**config.mk**
```make
export PLATFORM = sky130hd
export DESIGN_NAME = pulse_train_gen
export DESIGN_NICKNAME = d
export VERILOG_FILES = /design/src/rtl/pulse_gen_pkg.sv /design/src/rtl/pulse_phase_counter.sv /design/src/rtl/pulse_train_gen.sv
export SDC_FILE = /design/constraint.sdc
export NUM_CORES = 1
export LEC_CHECK = 0
export CAP_MARGIN = 20
export CORE_MARGIN = 2
export CORE_UTILIZATION = 37
export CTS_CLUSTER_DIAMETER = 120
export CTS_CLUSTER_SIZE = 25
export DETAILED_ROUTE_END_ITERATION = 6
export PLACE_DENSITY_LB_ADDON = 0.3
export SLEW_MARGIN = 20
export SYNTH_ARGS = -nofsm -noshare
export SYNTH_HDL_FRONTEND = slang
export SYNTH_SLANG_ARGS = --single-unit
```
**constraint.sdc**
```tcl
create_clock -name clk -period 2.86 [get_ports clk]
set_input_delay 0.572 -clock clk [delete_from_list [all_inputs] [get_ports clk]]
set_output_delay 0.572 -clock clk [all_outputs]
set_load 0.01 [all_outputs]
```
**src/rtl/pulse_gen_pkg.sv**
```systemverilog
// Shared types and constants for the pulse train generator.
package pulse_gen_pkg;

    // Sequencer phases: waiting, start delay, pulse high, inter-pulse low
    typedef enum logic [1:0] {
        IDLE  = 2'd0,
        DELAY = 2'd1,
        HIGH  = 2'd2,
        LOW   = 2'd3
    } pulse_state_t;

    // Values of the mode input
    localparam logic MODE_BURST = 1'b0;
    localparam logic MODE_CONT  = 1'b1;

endpackage

```
**src/rtl/pulse_phase_counter.sv**
```systemverilog
// Loadable down-counter that times the DELAY, HIGH and LOW phases.
// Loading value V gives a zero flag after V further cycles, so a phase of
// length N is timed by loading N-1 on the edge that enters it.
module pulse_phase_counter #(
    parameter int CNT_W = 16
) (
    input  logic             clk,
    input  logic             rst_n,
    input  logic             load,
    input  logic [CNT_W-1:0] value,
    output logic             zero
);

    logic [CNT_W-1:0] count;

    // Load on phase entry, otherwise count down and rest at zero
    always_ff @(posedge clk) begin
        if (!rst_n) begin
            count <= '0;
        end else if (load) begin
            count <= value;
        end else if (count != '0) begin
            count <= count - CNT_W'(1);
        end
    end

    assign zero = (count == '0);

endmodule

```
**src/rtl/pulse_train_gen.sv**
```systemverilog
// Cycle-accurate pulse train generator with programmable start delay,
// high time, low time and pulse count, in burst or continuous mode.
// The FSM state drives the phase counter directly; every output is a
// register fed from the current state, so outputs trail the state by one
// cycle and no input reaches an output combinationally. The delay phase
// is therefore D state cycles long (skipped entirely when D is 0), which
// puts the first high output D+1 cycles after the start sample.
module pulse_train_gen
    import pulse_gen_pkg::*;
#(
    parameter int CNT_W = 16,
    parameter int NUM_W = 8
) (
    input  logic             clk,
    input  logic             rst_n,
    input  logic             enab,
    input  logic             mode,
    input  logic [NUM_W-1:0] n_pulses,
    input  logic [CNT_W-1:0] delay,
    input  logic [CNT_W-1:0] high_len,
    input  logic [CNT_W-1:0] low_len,
    output logic             pulses,
    output logic             busy,
    output logic             done,
    output logic [NUM_W-1:0] pulse_cnt
);

    pulse_state_t state;
    pulse_state_t next_state;

    logic             enab_q;
    logic             start_evt;

    // Configuration captured on the start cycle (lengths stored as length-1)
    logic             cfg_mode;
    logic [CNT_W-1:0] cfg_high_m1;
    logic [CNT_W-1:0] cfg_low_m1;

    // Live-input versions of the same lengths, used on the start cycle itself
    logic [CNT_W-1:0] high_m1_in;
    logic [CNT_W-1:0] low_m1_in;
    logic [CNT_W-1:0] delay_m1_in;

    logic [NUM_W-1:0] remaining;
    logic             stop_req;

    logic             phase_load;
    logic [CNT_W-1:0] phase_value;
    logic             phase_zero;

    logic             finish;
    logic             finish_q;
    logic             pulses_d;
    logic             busy_d;

    // A zero length behaves as one cycle, so both map to a count of 0
    assign high_m1_in  = (high_len == '0) ? '0 : high_len - CNT_W'(1);
    assign low_m1_in   = (low_len  == '0) ? '0 : low_len  - CNT_W'(1);
    assign delay_m1_in = delay - CNT_W'(1);

    // Rising edges of enab only count while the generator is idle
    assign start_evt = (state == IDLE) && enab && !enab_q;

    pulse_phase_counter #(
        .CNT_W (CNT_W)
    ) u_phase (
        .clk   (clk),
        .rst_n (rst_n),
        .load  (phase_load),
        .value (phase_value),
        .zero  (phase_zero)
    );

    // State register
    always_ff @(posedge clk) begin
        if (!rst_n) begin
            state <= IDLE;
        end else begin
            state <= next_state;
        end
    end

    // Next-state logic and detection of a normal completion
    always_comb begin
        next_state = state;
        finish     = 1'b0;
        case (state)
            IDLE: begin
                if (start_evt) begin
                    if ((mode == MODE_BURST) && (n_pulses == '0)) begin
                        finish = 1'b1;
                    end else if (delay == '0) begin
                        next_state = HIGH;
                    end else begin
                        next_state = DELAY;
                    end
                end
            end
            DELAY: begin
                if ((cfg_mode == MODE_CONT) && !enab) begin
                    next_state = IDLE;
                end else if (phase_zero) begin
                    next_state = HIGH;
                end
            end
            HIGH: begin
                if (phase_zero) begin
                    if (cfg_mode == MODE_BURST) begin
                        if (remaining == NUM_W'(1)) begin
                            next_state = IDLE;
                            finish     = 1'b1;
                        end else begin
                            next_state = LOW;
                        end
                    end else if (!enab) begin
                        next_state = IDLE;
                        finish     = 1'b1;
                    end else begin
                        next_state = LOW;
                    end
                end
            end
            LOW: begin
                if (phase_zero) begin
                    if ((cfg_mode == MODE_CONT) && (stop_req || !enab)) begin
                        next_state = IDLE;
                        finish     = 1'b1;
                    end else begin
                        next_state = HIGH;
                    end
                end
            end
            default: begin
                next_state = IDLE;
            end
        endcase
    end

    // Output decode: phase counter reload and the next values of the outputs
    always_comb begin
        phase_load  = (next_state != state);
        phase_value = '0;
        case (next_state)
            DELAY:   phase_value = delay_m1_in;
            HIGH:    phase_value = (state == IDLE) ? high_m1_in : cfg_high_m1;
            LOW:     phase_value = cfg_low_m1;
            default: phase_value = '0;
        endcase
        pulses_d = (state == HIGH);
        busy_d   = (state != IDLE);
    end

    // Edge detector history and start-cycle configuration capture
    always_ff @(posedge clk) begin
        if (!rst_n) begin
            enab_q      <= 1'b0;
            cfg_mode    <= MODE_BURST;
            cfg_high_m1 <= '0;
            cfg_low_m1  <= '0;
        end else begin
            enab_q <= enab;
            if (start_evt) begin
                cfg_mode    <= mode;
                cfg_high_m1 <= high_m1_in;
                cfg_low_m1  <= low_m1_in;
            end
        end
    end

    // Burst remaining-pulse counter and continuous-mode stop request
    always_ff @(posedge clk) begin
        if (!rst_n) begin
            remaining <= '0;
            stop_req  <= 1'b0;
        end else begin
            if (start_evt) begin
                remaining <= n_pulses;
            end else if ((state == HIGH) && (next_state == LOW)) begin
                remaining <= remaining - NUM_W'(1);
            end
            if (start_evt) begin
                stop_req <= 1'b0;
            end else if ((state == LOW) && (cfg_mode == MODE_CONT) && !enab) begin
                stop_req <= 1'b1;
            end
        end
    end

    // Saturating count of pulses, cleared on start and bumped on HIGH entry
    always_ff @(posedge clk) begin
        if (!rst_n) begin
            pulse_cnt <= '0;
        end else if (start_evt) begin
            pulse_cnt <= (next_state == HIGH) ? NUM_W'(1) : '0;
        end else if ((next_state == HIGH) && (state != HIGH)) begin
            if (pulse_cnt != '1) begin
                pulse_cnt <= pulse_cnt + NUM_W'(1);
            end
        end
    end

    // Registered outputs; done is delayed so it lands as pulses falls
    always_ff @(posedge clk) begin
        if (!rst_n) begin
            pulses   <= 1'b0;
            busy     <= 1'b0;
            finish_q <= 1'b0;
            done     <= 1'b0;
        end else begin
            pulses   <= pulses_d;
            busy     <= busy_d;
            finish_q <= finish;
            done     <= finish_q;
        end
    end

endmodule

```
==> qor.yml, run 1 <==
status: "complete, no violations"
grt_pass1_vias: 4982
cts_buffers: 9
start_kind: "input port"
criticalPathCategory: "in -> reg"
period_minus_slack_ns: 2.83
met1Wirelength_mm: 5.80
max_freq_ghz: 0.353
sw_frac_of_total: 0.327
drv_slew: 0
crit_chain: "clkdlybuf4s50_1 > or4_4 > or3_1 > nor3_2 > xnor2_1 > o31ai_2 > nand3_1 > a311oi_1"
final_cells: 936
grt_pass1_wl_mm: 22.9
portBuffers: 70
yosysWarnings: 0
clock-sinks: 73
nFillCells: 1039
drt_pre_antenna_iters: 5
dieArea_mm2: 0.0133
seqPwrFrac: 0.330
drt_iter0_markers: 333
fin_crit_sh: 0.991
clockBufferDepth: 2
whs_path_depth: 1
yosysTopAreaCellShare: 0.318
cp.depth: 8
start_util: 0.382
async_flop_share: 0
htreeDepth: 3
synth_flop_cell: "dfxtp_1"
fin_skew_ns: 0.00849
min_path_type: "reg -> reg"
syn-num-nets: 651
vias: 4961
grt_max_degree: 42
syn_area_per_cell_um2: 7.89
crit_arrival_ns: 3.08
drc: 0
dieWidth_um: 116
ant_nets: 0
relSlewSlack: 0.373
core-area_mm2: 0.0121
synthTopCellsByArea: "dfxtp_1 (32%), xnor2_1 (6.9%), nor2_1 (5.1%)"
synthCells: 583
yosys.area.top_type: "dfxtp_1"
worst_pin_slew_ns: 0.938
top_layer: "met4"
cts_tree: "done"
netlist-cell-type-count: 67
comb_power_share: 0.336
wl_met3_um: 726
die_h_um: 116
setup_viol: 0
wl_met2_mm: 7.43
layout.nets: 831
hpwlAfterDp_mm: 10.7
cp_max_fo: 5
pre_cts_ws_ns: -0.574
drv_cap: 0
routed_wl_mm: 14.3
p_leak_nw: 2.61
p_clk_frac: 0.334
p_int_mw: 2.53
synth_edf_count: 0
ys_seq_area_frac: 0.318
power_density_mw_per_mm2: 543
vias_per_cell: 5.30
clockRootBuffer: "clkbuf_16"
max_stage_delay_ns: 0.57
place.gp.congestion: 0.891
cpMaxStageDelayCell: "or4_4"
io_pins: 71
final_layout_size_suffix_gt1_frac: 0.253
fin_ws_ns: 0.0261
cp-end-kind: "register"
gr-usage-all-layers: 0.216
place_inst: 914
antenna_found_initial: 0
globalRouteOverflowTotal: 0
area_growth_pct: 50.5
clkLatencyLatePin_ns: 0.35
diodes: 0
yosys_register_bits: 73
vdd_drop_max_v: 0.000316
cp.required_ns: 3.11
clk_pin_slew_ns: 0.06
crit_buf_inv: 1
p_sw_mw: 1.23
power_mw: 3.76
num_rows: 40
fin_setup_tns_ns: 0
synth_area_mm2: 0.00460
cp_top_family: "simple AND/OR/NAND/NOR gates"
r2r_cells: 10
finalHoldViolCount: 0
drt-wirelength-per-cell_um: 15.2
Yosys cell counts (4+ instances only):
| master | count |
|---|---|
| a21oi_1 | 44 |
| mux2i_1 | 7 |
| dfxtp_1 | 73 |
| o21ai_0 | 29 |
| and2_1 | 6 |
| a31oi_1 | 5 |
| a211oi_1 | 21 |
| nor2_1 | 62 |
| a311oi_1 | 4 |
| ha_1 | 8 |
| nand4_1 | 8 |
| nand3_1 | 14 |
| nand2_1 | 61 |
| nor3_1 | 30 |
| or3_1 | 16 |
| o31ai_1 | 4 |
| inv_1 | 14 |
| buf_2 | 7 |
| xor2_1 | 24 |
| or4_1 | 7 |
| clkbuf_1 | 20 |
| o311ai_0 | 4 |
| xnor2_1 | 36 |
| nor4_1 | 10 |
| o211ai_1 | 9 |
through the flow:
stage	util	cell area (um2)	hold slack, ns
after CTS	0.559	6740	0.445
final	0.574	6930	0.442
after floorplan	-	4600	0.412
after global routing	0.574	6930	0.457
after detailed placement	0.526	6340	0.427
after global placement	0.526	6340	0.422
worst register-to-register path: cells and delay by family, from the launching register on:
| kind | cells | cell delay [ns] |
|---|---|---|
| AOI/OAI and AO/OA | 3 | 0.79 |
| adders and majority gates | 1 | 0.15 |
| buffers and inverters | 3 | 0.41 |
| DFF | 1 | 0.31 |
| and+or+nand+nor | 3 | 1.00 |
cell families (layout without fill, tap and decap cells):
logic type / after synthesis / count (layout) / synth area share
simple gates: 248 / 248 / 0.288
compound gates: 144 / 145 / 0.206
flops: 73 / 73 / 0.318
xor+xnor: 60 / 60 / 0.114
buf+inv: 43 / 227 / 0.0370
fa+ha+maj: 8 / 8 / 0.0218
mux: 7 / 7 / 0.0152
final timing paths:
path | start | to | slack (ns)
max | high_len[5] | u_phase.count[11] | 0.03
min | finish_q | done | 0.44
max reg2reg | remaining[1] | u_phase.count[1] | 0.09
min reg2reg | finish_q | done | 0.44
layer usage:
layer  GRT usage  vias up
li1            -     2485
met1       0.246     2299
met2       0.398      152
met3      0.0329       25
met4      0.0932        0
met5           0        -
power groups by stage:
stage / Sequential, mW / Clock, mW / Combinational, mW
2_1_floorplan: 1.23 / 0 / 0.681
3_3_place_gp: 1.25 / 0 / 1.14
3_5_place_dp: 1.26 / 0 / 1.16
4_1_cts: 1.24 / 1.26 / 1.19
5_1_grt: 1.25 / 1.31 / 1.36
6_report: 1.24 / 1.26 / 1.26
what timing repair did:
item                                    CTS  global route
resized for setup                        16            29
endpoints found under the setup margin   18            19
hold buffers                              0             0
setup buffers                             1             3
cloned                                    0             2
pin swaps                                 2            19
sequential cells by signal, summed over array words and instances, names as in the netlist:
register,flops
cfg_low_m1,16
busy,1
pulse_cnt,8
stop_req,1
remaining,8
enab_q,1
cfg_mode,1
u_phase.count,16
cfg_high_m1,16
done,1
pulses,1
finish_q,1
state,2
final cells by class:
type                            count  area, um2  share of cell area
Clock buffer                        9        225              0.0325
Inverter                           15       56.3             0.00813
Clock inverter                      7        101              0.0146
Timing Repair Buffer              196       1720               0.249
Sequential cell                    73       1460               0.211
Multi-Input combinational cell    468       3150               0.455
Tap cell                          168        210              0.0303
cells in the final DEF, fill, tap and decap left out, drive strengths merged, types with 24 or more instances in the layout:
cell type and n:
nand2 61, a21oi 46, xor2 24, xnor2 36, dfxtp 73, o21ai 31
clkdlybuf4s50 67, nor2 63, buf 125, nor3 31
Power figures use the tool's default switching activity.
==> run 2, diff against run 1 <==
==> constraint.sdc (replaced) <==
create_clock -name clk -period 2.65 [get_ports clk]
set_input_delay 0.53 -clock clk [delete_from_list [all_inputs] [get_ports clk]]
set_output_delay 0.53 -clock clk [all_outputs]
set_load 0.01 [all_outputs]
==> run 2 against run 1 <==
  * Flip-flop and latch count stayed put
  * Final area is 16% higher
  * Largest cell class unchanged
  * Register-to-register slack worse by 0.28 ns
  * Setup slack worse by 0.21 ns
  * Clock-buffer cell count is 1 higher
  * Combinational power is 62% higher
  * Total power is 28% higher
  * Sequential power is 6% higher
  * Critical path depth is 6 higher
  * The flow now finishes with violations (negative setup slack)
==> qor.yml, run 2 (synthesis results as in run 1) <==
status: "finished, violations left"
violations: "negative setup slack"
finalHoldViolCount: 0
htreeDepth: 3
clk_pin_slew_ns: 0.07
start_kind: "register"
hpwlAfterDp_mm: 11.3
start_util: 0.382
stdcell_area_mm2: 0.00802
routed_wl_mm: 18.0
period_minus_slack_ns: 2.84
r2r_cells: 14
placed_area_mm2: 0.00658
diodes: 0
grt_pass1_vias: 5548
dieWidth_um: 116
min_path_type: "reg -> reg"
dieArea_mm2: 0.0133
cts_buffers: 9
cp-end-kind: "register"
gr-usage-all-layers: 0.252
grt_max_degree: 42
io_pins: 71
clockBufferDepth: 2
die_h_um: 116
cts_tree: "done"
layout.nets: 906
ant_nets: 0
final_common_cell: "buf_4"
p_leak_nw: 3.11
clkLatencyLatePin_ns: 0.34
pre_cts_ws_ns: -0.818
setup_viol: 24
num_rows: 40
fin_ws_ns: -0.188
power_density_mw_per_mm2: 598
final_cells: 1011
worst_pin_slew_ns: 0.992
hold_buffers: 0
globalRouteOverflowTotal: 0
final_util: 0.665
drt_pre_antenna_iters: 6
clockRootBuffer: "clkbuf_16"
drv_slew: 0
rsz0062_at_grt: "true"
cp.required_ns: 2.89
place_inst: 942
fin_skew_ns: 0.00909
final_cell_mix: "buf_4 (171), dfxtp_1 (69), clkdlybuf4s50_1 (59)"
final_layout_size_suffix_gt1_frac: 0.391
fin_setup_tns_ns: -2.16
whs_path_depth: 1
drv_cap: 0
vdd_drop_max_v: 0.000426
cp_max_fo: 7
vias_per_cell: 5.65
max_freq_ghz: 0.352
vias: 5717
crit_arrival_ns: 3.07
area_growth_pct: 74.4
antenna_found_initial: 0
drt-wirelength-per-cell_um: 17.8
core-area_mm2: 0.0121
drt_iter0_markers: 427
relSlewSlack: 0.336
portBuffers: 70
reg_top3: "cfg_high_m1 (16), cfg_low_m1 (16), u_phase.count (16)"
fin_crit_sh: 1.07
place.gp.congestion: 1.01
drc: 0
criticalPathCategory: "reg -> reg"
grt_pass1_wl_mm: 26.4
clock-sinks: 73
-- run 2: worst max-delay path, cell delays in order, from the launching register on --
cell,delay (ns)
dfxtp_2,0.33
inv_2,0.08
ha_4,0.13
or4b_4,0.50
buf_6,0.14
nand4b_4,0.20
buf_6,0.17
nor2_4,0.18
nor3b_4,0.07
buf_12,0.14
buf_4,0.16
buf_8,0.14
nand3_2,0.10
o211ai_1,0.14
and3_1,0.22
-- run 2: routing by layer --
| metal | GRT usage | share of wire |
|---|---|---|
| met2 | 0.474 | 0.52 |
| met1 | 0.275 | 0.36 |
| met4 | 0.124 | 0.056 |
| met5 | 0 | 0 |
| met3 | 0.0366 | 0.064 |
-- run 2: timing repair --
| action | 4_1_cts | 5_1_grt |
|---|---|---|
| endpoints found under the setup margin | 26 | 44 |
| pin swaps | 28 | 38 |
| setup buffers | 39 | 20 |
| gates resized for setup | 74 | 93 |
| cloned | 1 | 2 |
-- run 2: final timing paths --
path | from | slack [ns] | endpoint
worst max-delay path | u_phase.count[1] | -0.19 | u_phase.count[12]
worst min-delay path | finish_q | 0.43 | done
worst max register to register | u_phase.count[1] | -0.19 | u_phase.count[12]
worst min register to register | finish_q | 0.43 | done
-- run 2: stage by stage --
step | total power, mW | hold slack (ns)
after floorplan | 2.07 | 0.412
after global placement | 2.72 | 0.418
after detailed placement | 2.74 | 0.424
after CTS | 4.42 | 0.439
after global routing | 4.96 | 0.454
final | 4.80 | 0.434
-- run 2: layout make-up --
cell class / count / area (um2)
inverter: 15 / 56.3
multi-input combinational: 468 / 3570
fill: 895 / 4040
clock buffer: 10 / 229
clock inverter: 6 / 113
sequential: 73 / 1470
tap: 168 / 210
timing repair buffer: 271 / 2380
-- run 2: power breakdown --
| group | switching (mW) | leakage, nW | total (mW) | internal [mW] |
|---|---|---|---|---|
| combinational | 1.02 | 2.34 | 2.04 | 1.02 |
| sequential | 0.101 | 0.600 | 1.32 | 1.22 |
| clock | 0.510 | 0.167 | 1.44 | 0.926 |
| total | 1.63 | 3.11 | 4.80 | 3.17 |
